File: src/rtl/vae_pkg.sv
// Shared fixed-point constants, LFSR parameters and saturation helper for the
// VAE sampling datapath (signed Q8.8).
package vae_pkg;

  localparam int WIDTH = 16;
  localparam int FRAC  = 8;

  localparam logic [15:0] Q_ONE = 16'h0100;
  localparam logic [15:0] Q_MAX = 16'h7FFF;
  localparam logic [15:0] Q_MIN = 16'h8000;

  localparam logic [31:0] LFSR_TAPS  = 32'h8020_0003;
  localparam int          CLT_OFFSET = 510;

  typedef struct packed {
    logic signed [15:0] mu;
    logic signed [15:0] scale;
    logic signed [15:0] eps;
  } s1_t;

  function automatic logic signed [15:0] sat16(input logic signed [31:0] v);
    if (v > 32'sd32767) begin
      return Q_MAX;
    end else if (v < -32'sd32768) begin
      return Q_MIN;
    end else begin
      return v[15:0];
    end
  endfunction

endpackage

File: src/rtl/eps_gen.sv
// Galois LFSR plus byte-sum CLT shaping; eps reflects the current LFSR state
// and the state advances once per consumed epsilon.
module eps_gen #(
  parameter logic [31:0] SEED = 32'hACE1_2024
) (
  input  logic                               clock,
  input  logic                               rst,
  input  logic                               advance,
  input  logic                               seed_load,
  input  logic [31:0]                        seed,
  output logic signed [vae_pkg::WIDTH-1:0]   eps
);
  import vae_pkg::*;

  localparam logic [31:0] SEED_EFF = (SEED == 32'd0) ? 32'd1 : SEED;

  logic [31:0]        lfsr_q;
  logic [31:0]        lfsr_d;
  logic [31:0]        lfsr_next;
  logic [9:0]         byte_sum;
  logic signed [11:0] dev;
  logic signed [11:0] eps_w;

  always_comb begin
    lfsr_next = {1'b0, lfsr_q[31:1]} ^ (lfsr_q[0] ? LFSR_TAPS : 32'd0);
    lfsr_d    = lfsr_q;
    // a zero state would lock the LFSR up, so it is replaced by 1
    if (seed_load) begin
      lfsr_d = (seed == 32'd0) ? 32'd1 : seed;
    end else if (advance) begin
      lfsr_d = lfsr_next;
    end
  end

  always_comb begin
    byte_sum = 10'(lfsr_q[31:24]) + 10'(lfsr_q[23:16])
             + 10'(lfsr_q[15:8])  + 10'(lfsr_q[7:0]);
    dev      = $signed({2'b00, byte_sum}) - $signed(12'(CLT_OFFSET));
    // ~1.75 * dev brings the byte-sum spread close to unit variance
    eps_w    = dev + (dev >>> 1) + (dev >>> 2);
    eps      = {{(WIDTH-12){eps_w[11]}}, eps_w};
  end

  always_ff @(posedge clock or negedge rst) begin
    if (!rst) begin
      lfsr_q <= SEED_EFF;
    end else begin
      lfsr_q <= lfsr_d;
    end
  end

endmodule

File: src/rtl/reparam_sampler.sv
// Reparameterisation stage z = mu + scale*eps: two-slot valid/ready pipeline
// with full backpressure, one sample per clock at full rate.
module reparam_sampler #(
  parameter int          WIDTH = 16,
  parameter logic [31:0] SEED  = 32'hACE1_2024
) (
  input  logic                     clock,
  input  logic                     rst,
  input  logic                     in_valid,
  output logic                     in_ready,
  input  logic signed [WIDTH-1:0]  mu,
  input  logic signed [WIDTH-1:0]  scale,
  input  logic                     seed_load,
  input  logic [31:0]              seed,
  output logic                     out_valid,
  input  logic                     out_ready,
  output logic signed [WIDTH-1:0]  z,
  output logic signed [WIDTH-1:0]  eps_out
);
  import vae_pkg::*;

  // datapath arithmetic is sized for WIDTH == 16 (Q8.8)
  logic               s1_valid_q;
  s1_t                s1_q;
  logic               out_valid_q;
  logic signed [15:0] z_q;
  logic signed [15:0] eps_out_q;

  logic               out_free;
  logic               move;
  logic               accept;
  logic signed [15:0] eps_cur;

  logic signed [31:0] prod;
  logic signed [31:0] prod_rnd;
  logic signed [15:0] r_sat;
  logic signed [16:0] sum17;
  logic signed [15:0] z_d;

  assign out_free  = !out_valid_q || out_ready;
  assign move      = s1_valid_q && out_free;
  assign in_ready  = !s1_valid_q || out_free;
  assign accept    = in_valid && in_ready;

  assign out_valid = out_valid_q;
  assign z         = z_q;
  assign eps_out   = eps_out_q;

  eps_gen #(
    .SEED (SEED)
  ) u_eps_gen (
    .clock     (clock),
    .rst       (rst),
    .advance   (accept),
    .seed_load (seed_load),
    .seed      (seed),
    .eps       (eps_cur)
  );

  always_comb begin
    prod     = $signed(s1_q.scale) * $signed(s1_q.eps);
    prod_rnd = (prod + 32'sd128) >>> FRAC;
    r_sat    = sat16(prod_rnd);
    sum17    = {s1_q.mu[15], s1_q.mu} + {r_sat[15], r_sat};
    z_d      = sat16(32'(sum17));
  end

  always_ff @(posedge clock or negedge rst) begin
    if (!rst) begin
      s1_valid_q  <= 1'b0;
      s1_q        <= '0;
      out_valid_q <= 1'b0;
      z_q         <= '0;
      eps_out_q   <= '0;
    end else begin
      if (accept) begin
        s1_q.mu    <= mu;
        s1_q.scale <= scale;
        s1_q.eps   <= eps_cur;
        s1_valid_q <= 1'b1;
      end else if (move) begin
        s1_valid_q <= 1'b0;
      end

      if (move) begin
        out_valid_q <= 1'b1;
        z_q         <= z_d;
        eps_out_q   <= s1_q.eps;
      end else if (out_ready) begin
        out_valid_q <= 1'b0;
      end
    end
  end

endmodule

File: config.mk
export PLATFORM = sky130hd
export DESIGN_NAME = reparam_sampler
export DESIGN_NICKNAME = d
export VERILOG_FILES = /design/src/rtl/vae_pkg.sv /design/src/rtl/eps_gen.sv /design/src/rtl/reparam_sampler.sv
export SDC_FILE = /design/constraint.sdc
export NUM_CORES = 1
export LEC_CHECK = 0
export BUFFER_PORTS_ARGS = -buffer_cell sky130_fd_sc_hd__buf_4
export CELL_PAD_IN_SITES_DETAIL_PLACEMENT = 1
export CELL_PAD_IN_SITES_GLOBAL_PLACEMENT = 2
export CORE_MARGIN = 1
export CORE_UTILIZATION = 42
export CTS_CLUSTER_DIAMETER = 200
export DETAILED_ROUTE_END_ITERATION = 12
export PLACE_DENSITY_LB_ADDON = 0.1
export SLEW_MARGIN = 20
export SYNTH_ARGS = -nofsm -noshare
export SYNTH_HDL_FRONTEND = slang
export SYNTH_HIERARCHICAL = 1
export SYNTH_SLANG_ARGS = --single-unit
File: constraint.sdc
create_clock -name clock -period 22.7 [get_ports clock]
set_input_delay 5.675 -clock clock [delete_from_list [all_inputs] [get_ports clock]]
set_output_delay 5.675 -clock clock [all_outputs]
set_load 0.01 [all_outputs]
Yosys cells after proc, flatten, opt, wreduce, memory -nomap -nowiden:

Cells that the tools add are included.

* bitwise logic cells: 1
* mux-type cells: 12
* multiply operators: 1
* eq/ne operators: 0
* reductions and logical operators: 10
* add/sub/neg operators: 8
* divide/modulo/power cells: 0
* $lt $le $gt $ge: 4
* shift operators: 0

Operators by type and width (number)
* $mux W32: 4
* $mux W16: 4
* $logic_not A32 Y1: 1
* $xor A31 B32 Y32: 1
* $add A28 B9 Y29 const B: 1
* $mul A16 B12 Y28: 1
* $gt A21 B16 Y1 const B: 1
* $lt A21 B16 Y1 const B: 1
* $add A10 B8 Y10: 2
* $add A16 B16 Y17: 1
* $gt A17 B16 Y1 const B: 1
* $lt A17 B16 Y1 const B: 1
* $add A11 B10 Y12: 1
* $add A12 B9 Y12: 1
* $sub A10 B9 Y11 const B: 1
* $add A8 B8 Y9: 1
* $reduce_bool A2 Y1: 3
* $mux W1: 4
* $logic_and A1 B1 Y1: 2
* $logic_not A1 Y1: 2
* $logic_or A1 B1 Y1: 2

* register bits: 106
* bits of input ports: 69
* memories: 0
* latch bits: 0
* RAM bits: 0
* output and inout port bits: 34
* bits in read-only memories: 0

Logic depth before layout (Yosys ltp):

Gate-level depths: netlist (run 1).

* depth after elaboration: 9
* depth in mapped cells: 40
* gate-level depth less buffers: 37

Modules after synthesis:

Netlist (run 1), hierarchy kept.

By module, submodules not included
* reparam_sampler: area each 13754.4 um2, times used 1, seq. area each 2052.0 um2, cells each 1457
* eps_gen: area each 3015.4 um2, times used 1, seq. area each 814.5 um2, cells each 327

Worst setup path before layout (run 1):

Ideal clock, no wire load.

* path type: input to output
* from: in out_ready
* to: out in_ready
* slack: 11136 ps
* arrival time: 5889 ps
* data required time: 17025 ps
* stages: 1
* path through: nand3b_1

* word-level cells in the longest chain between the ends: 2

RTL lines
* start, declared: RTL line reparam_sampler.sv:16 `input logic out_ready,`
* $logic_or A1 B1 Y1: RTL line reparam_sampler.sv:40 `assign out_free = !out_valid_q || out_ready;`
* $logic_or A1 B1 Y1: RTL line reparam_sampler.sv:42 `assign in_ready = !s1_valid_q || out_free;`
* end, declared: RTL line reparam_sampler.sv:10 `output logic in_ready,`

Every way passes these cells.

Worst setup path in the final report (run 1):

Ends and elaborated chain as after synthesis.

==> impl_results.rst, run 1 <==
.. list-table::
   :header-rows: 1

   * - Metric
     - Value
   * - Outcome
     - finished, final reports clean
   * - Clock input transition at the sequential cells of the worst setup and hold paths
     - 0.06 ns
   * - Total die area
     - 40700 sq um
   * - Hold bufs inserted after CTS
     - 0
   * - Initial antenna violation count
     - 0
   * - Instance count of the mapped netlist
     - 1784
   * - Nets in the synthesized netlist
     - 2254
   * - Std-Cell Rows
     - 72
   * - Maximum fanout encountered on the critical timing path
     - 3
   * - Data required time of the worst path
     - 17.02 ns
   * - Setup repair after global routing missed its margin
     - no
   * - Yosys warns
     - 6
   * - Mean Syn Cell Area
     - 9.40 sq um
   * - Final hold vios
     - 0
   * - Worst setup path class
     - input pin to output pin
   * - Number of design rule violations left after detail routing
     - 0
   * - Shortest clock period the worst path allows after layout
     - 11.84 ns
   * - Number of buffers created by CTS
     - 17
   * - Pin count of the biggest net entering global routing
     - 73
   * - Sort of element at the start of the critical path
     - input pin
   * - Port Buffers
     - 102
   * - Boundary pin count
     - 103
   * - Count of state elements after synthesis
     - 114
   * - Floorplan die width
     - 202 microns
   * - Arrival time at the worst endpoint
     - approximately 6 ns
   * - Via-to-Cell Ratio
     - 5.10
   * - Max Clock Freq
     - 84.5 MHz
   * - Slew of the pin with the lowest slew margin
     - about 0.97 ns
   * - Number of flops mapped to enable cells by yosys
     - 0
   * - Endpoint kind of the worst setup timing path
     - output pin
   * - # Max-Cap Violations
     - 0
   * - Setup bufs post-CTS
     - 0
   * - Initial Util
     - 0.430
   * - Count of instances resized after the clock tree is built
     - 0
   * - Global-route wire length before repair
     - approximately 76000 microns
   * - Worst slew slack as a fraction of its limit
     - 0.350
   * - CTS H-tree lvls
     - 4
   * - Number of nets in the layout
     - roughly 2300
   * - Final number of setup-violating endpoints
     - 0
   * - Share of post-route cells with drive strength above 1
     - 0.121
   * - Wire length reported by the detailed router
     - 45300 microns
   * - Period Utilization, post-route
     - 0.521
   * - Total number of vias
     - 12200
   * - Async set-or-reset flop fraction in the synthesized netlist
     - 1.00
   * - Core Box Area
     - 39000 sq um
   * - Root buffer cell
     - sky130_fd_sc_hd__clkbuf_16
   * - Total number of clock tree sinks
     - 114
   * - Overall Global Routing Usage
     - 0.240
   * - Number of diodes
     - 0
   * - Remaining antenna violation count
     - 0
   * - Via count of the first global-routing pass
     - 13800
   * - Vertical die dimension
     - 202 microns
   * - Most common cell after layout, fill and taps aside
     - sky130_fd_sc_hd__inv_1
   * - CTS tree
     - yes
   * - Average wire per standard cell
     - roughly 19 microns
   * - Share of the yosys chip area belonging to registers
     - 0.171
   * - Path category of the worst min-delay check
     - flop to flop
   * - Area added between synthesis and finish
     - 10.8%
   * - Clk_lat worst skew
     - around 0.45 ns
   * - Leading cell types in the layout, fill and taps excluded
     - sky130_fd_sc_hd__inv_1, sky130_fd_sc_hd__fa_1, sky130_fd_sc_hd__nand2_1
   * - Predominant post-synthesis flop cell
     - sky130_fd_sc_hd__dfrtp_1
   * - Post-synthesis instance area
     - roughly 17000 sq um
   * - Final HPWL from detailed placement
     - 36300 microns
   * - Worst Skew
     - between 0.015 and 0.02 ns
   * - Placer congestion estimate
     - 0.805
   * - Number of pins exceeding their max-slew limit in the final report
     - 0
   * - Initial DRC Count
     - 330
   * - First-pass detailed-route iteration total
     - 4
   * - Library cells used by synthesis
     - 73
   * - GRT Residual Overflow
     - 0
   * - Setup Total Neg Slack
     - 0 ns
   * - CTS max path bufs
     - 2
==> cell usage after synthesis, types with 5 or more instances <==
cell type	n	area (sq um)
sky130_fd_sc_hd__a211oi_1	7	52.6
sky130_fd_sc_hd__o211ai_1	6	45.0
sky130_fd_sc_hd__nand2b_1	11	68.8
sky130_fd_sc_hd__nor3_1	10	50.1
sky130_fd_sc_hd__nand3_1	6	30.0
sky130_fd_sc_hd__nand4_1	5	31.3
sky130_fd_sc_hd__and2_1	119	744
sky130_fd_sc_hd__mux2_2	47	529
sky130_fd_sc_hd__nor4_1	8	50.1
sky130_fd_sc_hd__a21o_1	31	233
sky130_fd_sc_hd__inv_1	364	1370
sky130_fd_sc_hd__nor2b_1	5	31.3
sky130_fd_sc_hd__fa_1	284	5690
sky130_fd_sc_hd__clkbuf_1	56	210
sky130_fd_sc_hd__xor2_1	17	149
sky130_fd_sc_hd__nor2_1	50	188
sky130_fd_sc_hd__nand2_1	244	916
sky130_fd_sc_hd__o22a_1	5	43.8
sky130_fd_sc_hd__a21oi_1	48	240
sky130_fd_sc_hd__a31oi_1	7	43.8
sky130_fd_sc_hd__o21ai_0	61	305
sky130_fd_sc_hd__xnor2_1	42	368
sky130_fd_sc_hd__dfrtp_1	103	2580
sky130_fd_sc_hd__o21ai_1	5	25.0
sky130_fd_sc_hd__mux2i_1	29	290
sky130_fd_sc_hd__o21bai_1	8	60.1
sky130_fd_sc_hd__dfstp_2	11	289
sky130_fd_sc_hd__ha_1	117	1460
==> layer usage <==
layer,vias up,track usage,share of wire
met5,-,0,0
met4,0,0.0647,0.018
met3,57,0.0305,0.028
met2,165,0.414,0.51
met1,6281,0.316,0.44
li1,5652,-,-
==> final timing paths <==
check | start | endpoint | slack (ns) | depth (start not counted)
setup reg to reg | s1_q[31] | z[12] | 11.51 | 34
min in group asynchronous | rst | z[4] | 5.22 | 1
setup / recovery | out_ready | in_ready | 10.86 | 3
hold reg to reg | eps_out[4] | eps_out[4] | 0.48 | 2
hold / removal | eps_out[4] | eps_out[4] | 0.48 | 2
max in group asynchronous | rst | s1_q[14] | 16.14 | 2
==> sequential cells by signal, indices dropped and copies added, names as in the netlist <==
signal	flops
s1_q	48
s1_valid_q	1
u_eps_gen/lfsr_q	32
eps_out	16
out_valid	1
z	16
==> logic make-up after synthesis <==
group                      count (synthesis)  share of synthesized area
DFF                                      114                      0.171
AOI/OAI and AO/OA                        216                     0.0840
xor gates and xnor gates                  62                     0.0344
buffers and inverters                    434                     0.0992
muxes                                     76                     0.0489
and+or+nand+nor                          481                      0.136
adders and majority gates                401                      0.426
==> layout make-up <==
cell class	count	area [sq um]
fill	4475	20400
multi-input combinational	1236	12200
sequential	114	2870
inverter	364	1370
timing repair buffer	117	878
tap	518	648
clock buffer	19	453
clock inverter	13	125
==> critical path, cell delays in order <==
cell and delay (ns):
sky130_fd_sc_hd__buf_4 0.11, sky130_fd_sc_hd__nand3b_1 0.20, sky130_fd_sc_hd__buf_4 0.18
==> per-stage QoR <==
stage          hold WS [ns]  utilization  std cells  setup slack [ns]  cell area, sq um
5_1_grt               0.499        0.476       2381             10.66             18600
3_5_place_dp          0.472        0.461       2349             10.87             18000
6_report              0.484        0.476       2381             10.86             18600
2_1_floorplan         0.471            -       1784             11.14             16800
3_3_place_gp          0.467        0.461       2349             10.87             18000
4_1_cts               0.489        0.476       2381             10.86             18600
Power of run 1 is left out: the tool's default activity adds up to more than one toggle a clock period on the data nets, which glitch-free logic cannot reach.
==> inputs of run 2 (changes only) <==
Settings changed: CORE_UTILIZATION 42 to 37.
Clock period 22.7 ns to 10.6 ns, I/O delays scaled along.
==> impl_results.rst, run 2 (synthesized netlist as in run 1, its figures left out) <==
.. list-table::
   :header-rows: 1

   * - Metric
     - Value
   * - Delay contributed by the slowest stage of the critical path
     - 0.76 ns
   * - Core Box Area
     - about 44000 sq um
   * - Worst R2R Start
     - s1_q[31]
   * - Endpoint kind of the worst setup timing path
     - flop
   * - Final hold vios
     - 0
   * - Number of design rule violations left after detail routing
     - 0
   * - Number of inserted filler cells in the final layout
     - 5105
   * - Largest register FFs
     - 48
   * - Min-delay src
     - eps_out[14]
   * - Max Clock Freq
     - 99.1 MHz
   * - Hold Path Depth
     - 2
   * - Setup repair after global routing missed its margin
     - no
   * - # Max-Cap Violations
     - 0
   * - Highest-utilization routing layer at the global route stage
     - met2
   * - Average wire per standard cell
     - 19.4 microns
   * - Reg with most FFs
     - s1_q
   * - Worst Hold End
     - eps_out[14]
   * - Placer congestion estimate
     - 0.821
   * - Initial DRC Count
     - between 300 and 400
   * - Shortest clock period the worst path allows after layout
     - 10.09 ns
   * - Number of buffers created by CTS
     - 17
   * - Global-route wire length before repair
     - slightly below 80000 microns
   * - Final number of setup-violating endpoints
     - 0
   * - Remaining antenna violation count
     - 0
   * - Total die area
     - 46200 sq um
   * - Worst Skew
     - 0.0133 ns
   * - Number of diodes
     - 0
   * - Maximum fanout encountered on the critical timing path
     - 16
   * - CTS tree
     - yes
   * - Path category of the worst min-delay check
     - flop to flop
   * - Final HPWL from detailed placement
     - 39400 microns
   * - Period Utilization, post-route
     - 0.952
   * - First-pass detailed-route iteration total
     - 4
   * - Overall Global Routing Usage
     - 0.226
   * - Vertical die dimension
     - 215 microns
   * - Sort of element at the start of the critical path
     - flop
   * - Via count of the first global-routing pass
     - between 10000 and 15000
   * - Met1 GRT Util
     - 0.316
   * - Worst setup path class
     - flop to flop
   * - CTS max path bufs
     - 2
   * - Outcome
     - finished, final reports clean
   * - Setup bufs post-CTS
     - 0
   * - Number of pins exceeding their max-slew limit in the final report
     - 0
   * - Worst slew slack as a fraction of its limit
     - 0.348
   * - FF-to-FF setup slack
     - between 0.5 and 0.6 ns
   * - Root buffer cell
     - sky130_fd_sc_hd__clkbuf_16
   * - Wire length reported by the detailed router
     - 48100 microns
   * - CTS H-tree lvls
     - 4
   * - Data required time of the worst path
     - 11.00 ns
   * - Area occupied by multi-input gates
     - 12300 sq um
   * - Count of instances resized after the clock tree is built
     - 0
   * - Worst R2R End
     - z[12]
   * - Std-Cell Rows
     - 77
   * - Share of post-route cells with drive strength above 1
     - 0.139
   * - Arrival time at the worst endpoint
     - 10.48 ns
   * - Largest registers ranked by flip-flop count
     - s1_q (48), u_eps_gen/lfsr_q (32)
   * - Via-to-Cell Ratio
     - 4.87
   * - Area added between synthesis and finish
     - 12.6%
   * - Leading cell types in the layout, fill and taps excluded
     - sky130_fd_sc_hd__inv_1, sky130_fd_sc_hd__fa_1, sky130_fd_sc_hd__nand2_1
   * - Boundary pin count
     - 103
   * - Number of nets in the layout
     - 2338
   * - Total number of clock tree sinks
     - 114
   * - Hold bufs inserted after CTS
     - 0
   * - Floorplan die width
     - 215 microns
   * - Initial Util
     - 0.378
   * - Master of the slowest instance on the critical path
     - sky130_fd_sc_hd__fa_2
   * - Register-to-Register Path Depth
     - 36
   * - Clk_lat worst skew
     - about 0.48 ns
   * - FF+latch area
     - between 2000 and 3000 sq um
   * - Slew of the pin with the lowest slew margin
     - about 0.98 ns
   * - Port Buffers
     - 102
   * - Initial antenna violation count
     - 0
   * - Clock input transition at the sequential cells of the worst setup and hold paths
     - 0.08 ns
   * - Fraction of met2 tracks used by global routing
     - 0.357
   * - Setup Total Neg Slack
     - 0 ns
   * - GRT Residual Overflow
     - 0
   * - Met3 track demand over resource in global routing
     - 0.0402
   * - Total number of vias
     - 12000
   * - Pin count of the biggest net entering global routing
     - between 60 and 70
   * - Most common cell after layout, fill and taps aside
     - sky130_fd_sc_hd__inv_1
   * - Utilization after layout
     - 0.425
-- run 2: cell count changes in the layout (fill, tap and decap cells not counted), moves of 2 or more --
| cell | delta |
|---|---|
| sky130_fd_sc_hd__buf_4 | +18 |
| sky130_fd_sc_hd__clkbuf_8 | -2 |
| sky130_fd_sc_hd__dfrtp_1 | -12 |
| sky130_fd_sc_hd__dfrtp_2 | +12 |
| sky130_fd_sc_hd__inv_8 | +2 |
-- run 2: cell type report --
class	count	area share
multi-input combinational	1236	0.650
sequential	114	0.153
inverter	364	0.0725
timing repair buffer	135	0.0537
tap	592	0.0392
clock buffer	17	0.0225
clock inverter	15	0.00914
-- run 2: layer usage --
| metal | routed length [microns] | vias to the layer above | share of wire |
|---|---|---|---|
| met2 | 22400 | 150 | 0.47 |
| met4 | 865 | 0 | 0.018 |
| met3 | 1450 | 47 | 0.030 |
| met5 | 0 | - | 0 |
| met1 | 23300 | 6170 | 0.48 |
| li1 | - | 5679 | - |
-- run 2: how the worst max path moves through the flow --
stage / from / depth (start not counted) / slack [ns] / endpoint
finish: s1_q[31] / 36 / 0.51 / z[12]
global route: s1_q[3] / 36 / 0.008 / z[12]
CTS: s1_q[10] / 34 / 0.23 / z[12]
detailed placement: s1_q[10] / 34 / 0.33 / z[12]
global placement: s1_q[10] / 34 / 0.41 / z[12]
floorplan: s1_q[3] / 38 / 0.95 / z[12]
-- run 2: through the flow --
stage                     instances  cell area [sq um]  setup WS, ns  hold WS [ns]
final                          2473              18900         0.513         0.478
after detailed placement       2441              18200         0.327         0.465
after global placement         2441              18200         0.405         0.461
after floorplan                1784              16800         0.948         0.471
after CTS                      2473              18800         0.234         0.484
after global routing           2473              18900       0.00802         0.517
-- run 2: worst max-delay path, delay by kind of cell (launching register included) --
kind,cells,cell delay (ns)
buf+inv,7,0.66
fa+ha+maj,9,4.22
simple gates,9,2.15
compound gates,10,2.36
mux,1,0.25
flops,1,0.36
Power of run 2 is left out for the same reason.
==> inputs of run 3 (changes only) <==
Settings changed: CORE_UTILIZATION 37 to 35, SYNTH_HIERARCHICAL 1 to unset.
==> impl_results.rst, run 3 <==
.. list-table::
   :header-rows: 1

   * - Metric
     - Value
   * - Outcome
     - finished, final reports clean
   * - # Max-Cap Violations
     - 0
   * - Count of state elements after synthesis
     - 106
   * - Worst setup path class
     - flop to flop
   * - GRT Residual Overflow
     - 0
   * - Core Box Area
     - 38600 sq um
   * - Share of the yosys chip area belonging to registers
     - 0.195
   * - Most common cell on crit path
     - sky130_fd_sc_hd__fa_1
   * - Final Worst Setup Slack
     - around 1.2 ns
   * - Share of Yosys cell area claimed by the top area cell type
     - 0.293
   * - Nets in the synthesized netlist
     - between 1500 and 2000
   * - Average wire per standard cell
     - 17.8 microns
   * - Root buffer cell
     - sky130_fd_sc_hd__clkbuf_16
   * - Area contributors post-synth
     - sky130_fd_sc_hd__fa_1, sky130_fd_sc_hd__dfrtp_1, sky130_fd_sc_hd__nand2_1
   * - Remaining antenna violation count
     - 0
   * - Largest register FFs
     - 44
   * - Global-route wire length before repair
     - 63200 microns
   * - Via count of the first global-routing pass
     - 11600
   * - Count of instances resized after the clock tree is built
     - 0
   * - Reg with most FFs
     - s1_q
   * - Final HPWL from detailed placement
     - 31300 microns
   * - Worst R2R Start
     - s1_q[11]
   * - Worst R2R End
     - z[4]
   * - Most used standard cells in the synthesized netlist
     - sky130_fd_sc_hd__nand2_1, sky130_fd_sc_hd__inv_1, sky130_fd_sc_hd__fa_1
   * - Number of design rule violations left after detail routing
     - 0
   * - Floorplan die width
     - 200 microns
   * - Final hold vios
     - 0
   * - Setup Total Neg Slack
     - 0 ns
   * - Arrival time at the worst endpoint
     - 9.67 ns
   * - Register-to-Register Path Depth
     - 27
   * - CTS max path bufs
     - 2
   * - Endpoint kind of the worst setup timing path
     - flop
   * - Predominant post-synthesis flop cell
     - sky130_fd_sc_hd__dfrtp_1
   * - Leading cell types in the layout, fill and taps excluded
     - sky130_fd_sc_hd__nand2_1, sky130_fd_sc_hd__inv_1, sky130_fd_sc_hd__fa_1
   * - Setup repair after global routing missed its margin
     - no
   * - Number of buffers created by CTS
     - 9
   * - Most repeated cell in the gate-level netlist after synthesis
     - sky130_fd_sc_hd__nand2_1
   * - Path category of the worst min-delay check
     - flop to flop
   * - Non-filler cells, final
     - 2171
   * - Instance count of the mapped netlist
     - between 1500 and 2000
   * - Initial antenna violation count
     - 0
   * - Data required time of the worst path
     - roughly 11 ns
   * - Total number of vias
     - 10500
   * - Yosys warns
     - 0
   * - Number of nets in the layout
     - around 2000
   * - Destination of the critical timing path
     - z[4]
   * - Post-synthesis instance area
     - 13700 sq um
   * - First-pass detailed-route iteration total
     - 4
   * - Maximum fanout encountered on the critical timing path
     - 16
   * - Setup bufs post-CTS
     - 0
   * - Share of post-route cells with drive strength above 1
     - 0.0920
   * - Vertical die dimension
     - 200 microns
   * - CTS H-tree lvls
     - 3
   * - Initial DRC Count
     - 235
   * - Worst slack at placement
     - 1.16 ns
   * - Period Utilization, post-route
     - 0.884
   * - Startpoint of the worst setup timing path
     - s1_q[11]
   * - Async set-or-reset flop fraction in the synthesized netlist
     - 1.00
   * - Max Clock Freq
     - 107 MHz
   * - Sort of element at the start of the critical path
     - flop
   * - Boundary pin count
     - 103
   * - Overall Global Routing Usage
     - 0.211
   * - Total instance count after detailed placement
     - 2155
   * - CTS tree
     - yes
   * - Wire length reported by the detailed router
     - 38700 microns
   * - Library cells used by synthesis
     - 64
   * - Final number of setup-violating endpoints
     - 0
   * - Master of the slowest instance on the critical path
     - sky130_fd_sc_hd__o41ai_4
   * - Delay contributed by the slowest stage of the critical path
     - 0.80 ns
   * - Largest area contributor in the netlist
     - sky130_fd_sc_hd__fa_1
   * - FF-to-FF setup slack
     - 1.23 ns
   * - Pin count of the biggest net entering global routing
     - 71
   * - Clk_lat worst skew
     - 0.39 ns
   * - Via-to-Cell Ratio
     - about 4.8
   * - Std-Cell Rows
     - 72
   * - Hold bufs inserted after CTS
     - 0
   * - Slew of the pin with the lowest slew margin
     - 1.02 ns
   * - Port Buffers
     - approximately 100
   * - Worst-case hold slack
     - 0.482 ns
   * - Number of diodes
     - 0
   * - Most common cell after layout, fill and taps aside
     - sky130_fd_sc_hd__nand2_1
   * - Area added between synthesis and finish
     - 10.9%
   * - Placer congestion estimate
     - 0.797
   * - Total number of clock tree sinks
     - 106
   * - Mean Syn Cell Area
     - 8.55 sq um
   * - Number of pins exceeding their max-slew limit in the final report
     - 0
   * - Worst slew slack as a fraction of its limit
     - 0.322
   * - Worst Skew
     - approximately 0.0096 ns
   * - Clock input transition at the sequential cells of the worst setup and hold paths
     - 0.08 ns
   * - Shortest clock period the worst path allows after layout
     - 9.37 ns
   * - Total die area
     - 39800 sq um
   * - Number of inserted filler cells in the final layout
     - approximately 4700
   * - Initial Util
     - 0.354
   * - Number of flops mapped to enable cells by yosys
     - 0
[run 3: per-stage QoR]
step                      cell area (sq um)  utilization
after floorplan                       13700            -
after global placement                14800        0.385
after detailed placement              14800        0.385
after CTS                             15100        0.393
after global routing                  15100        0.393
final                                 15100        0.393
[run 3: cells by family after synthesis]
| kind of cell | after synthesis | share of synthesized area |
|---|---|---|
| buffers and inverters | 367 | 0.103 |
| adder cells (fa/ha/maj) | 297 | 0.382 |
| multiplexers | 15 | 0.0111 |
| XOR/XNOR | 62 | 0.0397 |
| flip-flops | 106 | 0.195 |
| AO/OA/AOI/OAI | 220 | 0.0989 |
| AND/OR/NAND/NOR | 532 | 0.170 |
[run 3: critical path, delay by kind of cell (launching register included)]
kind / cells / cell delay, ns
compound gates: 14 / 4.10
buf+inv: 3 / 0.80
simple gates: 3 / 0.36
flops: 1 / 0.48
fa+ha+maj: 7 / 3.52
[run 3: layout make-up]
cell class	count	area, sq um	share of cell area
Clock inverter	6	83.8	0.00553
Timing Repair Buffer	108	811	0.0535
Sequential cell	106	2670	0.176
Tap cell	518	648	0.0428
Inverter	297	1110	0.0736
Multi-Input combinational cell	1126	9600	0.633
Clock buffer	10	229	0.0151
[run 3: worst min-delay path by stage]
stage	start	endpoint	slack [ns]	depth (start not counted)
floorplan	s1_q[32]	s1_q[32]	0.45	2
global route	eps_out[7]	eps_out[7]	0.51	2
CTS	eps_out[9]	eps_out[9]	0.49	2
global placement	eps_out[0]	eps_out[0]	0.46	2
detailed placement	eps_out[9]	eps_out[9]	0.47	2
finish	eps_out[9]	eps_out[9]	0.48	2
[run 3: routing by layer]
| metal | up-vias | track usage | part of all wire |
|---|---|---|---|
| li1 | 5011 | - | - |
| met1 | 5299 | 0.259 | 0.43 |
| met2 | 150 | 0.377 | 0.51 |
| met3 | 32 | 0.0353 | 0.038 |
| met4 | 0 | 0.0574 | 0.018 |
| met5 | - | 0 | 0 |
Power of run 3 is left out for the same reason.
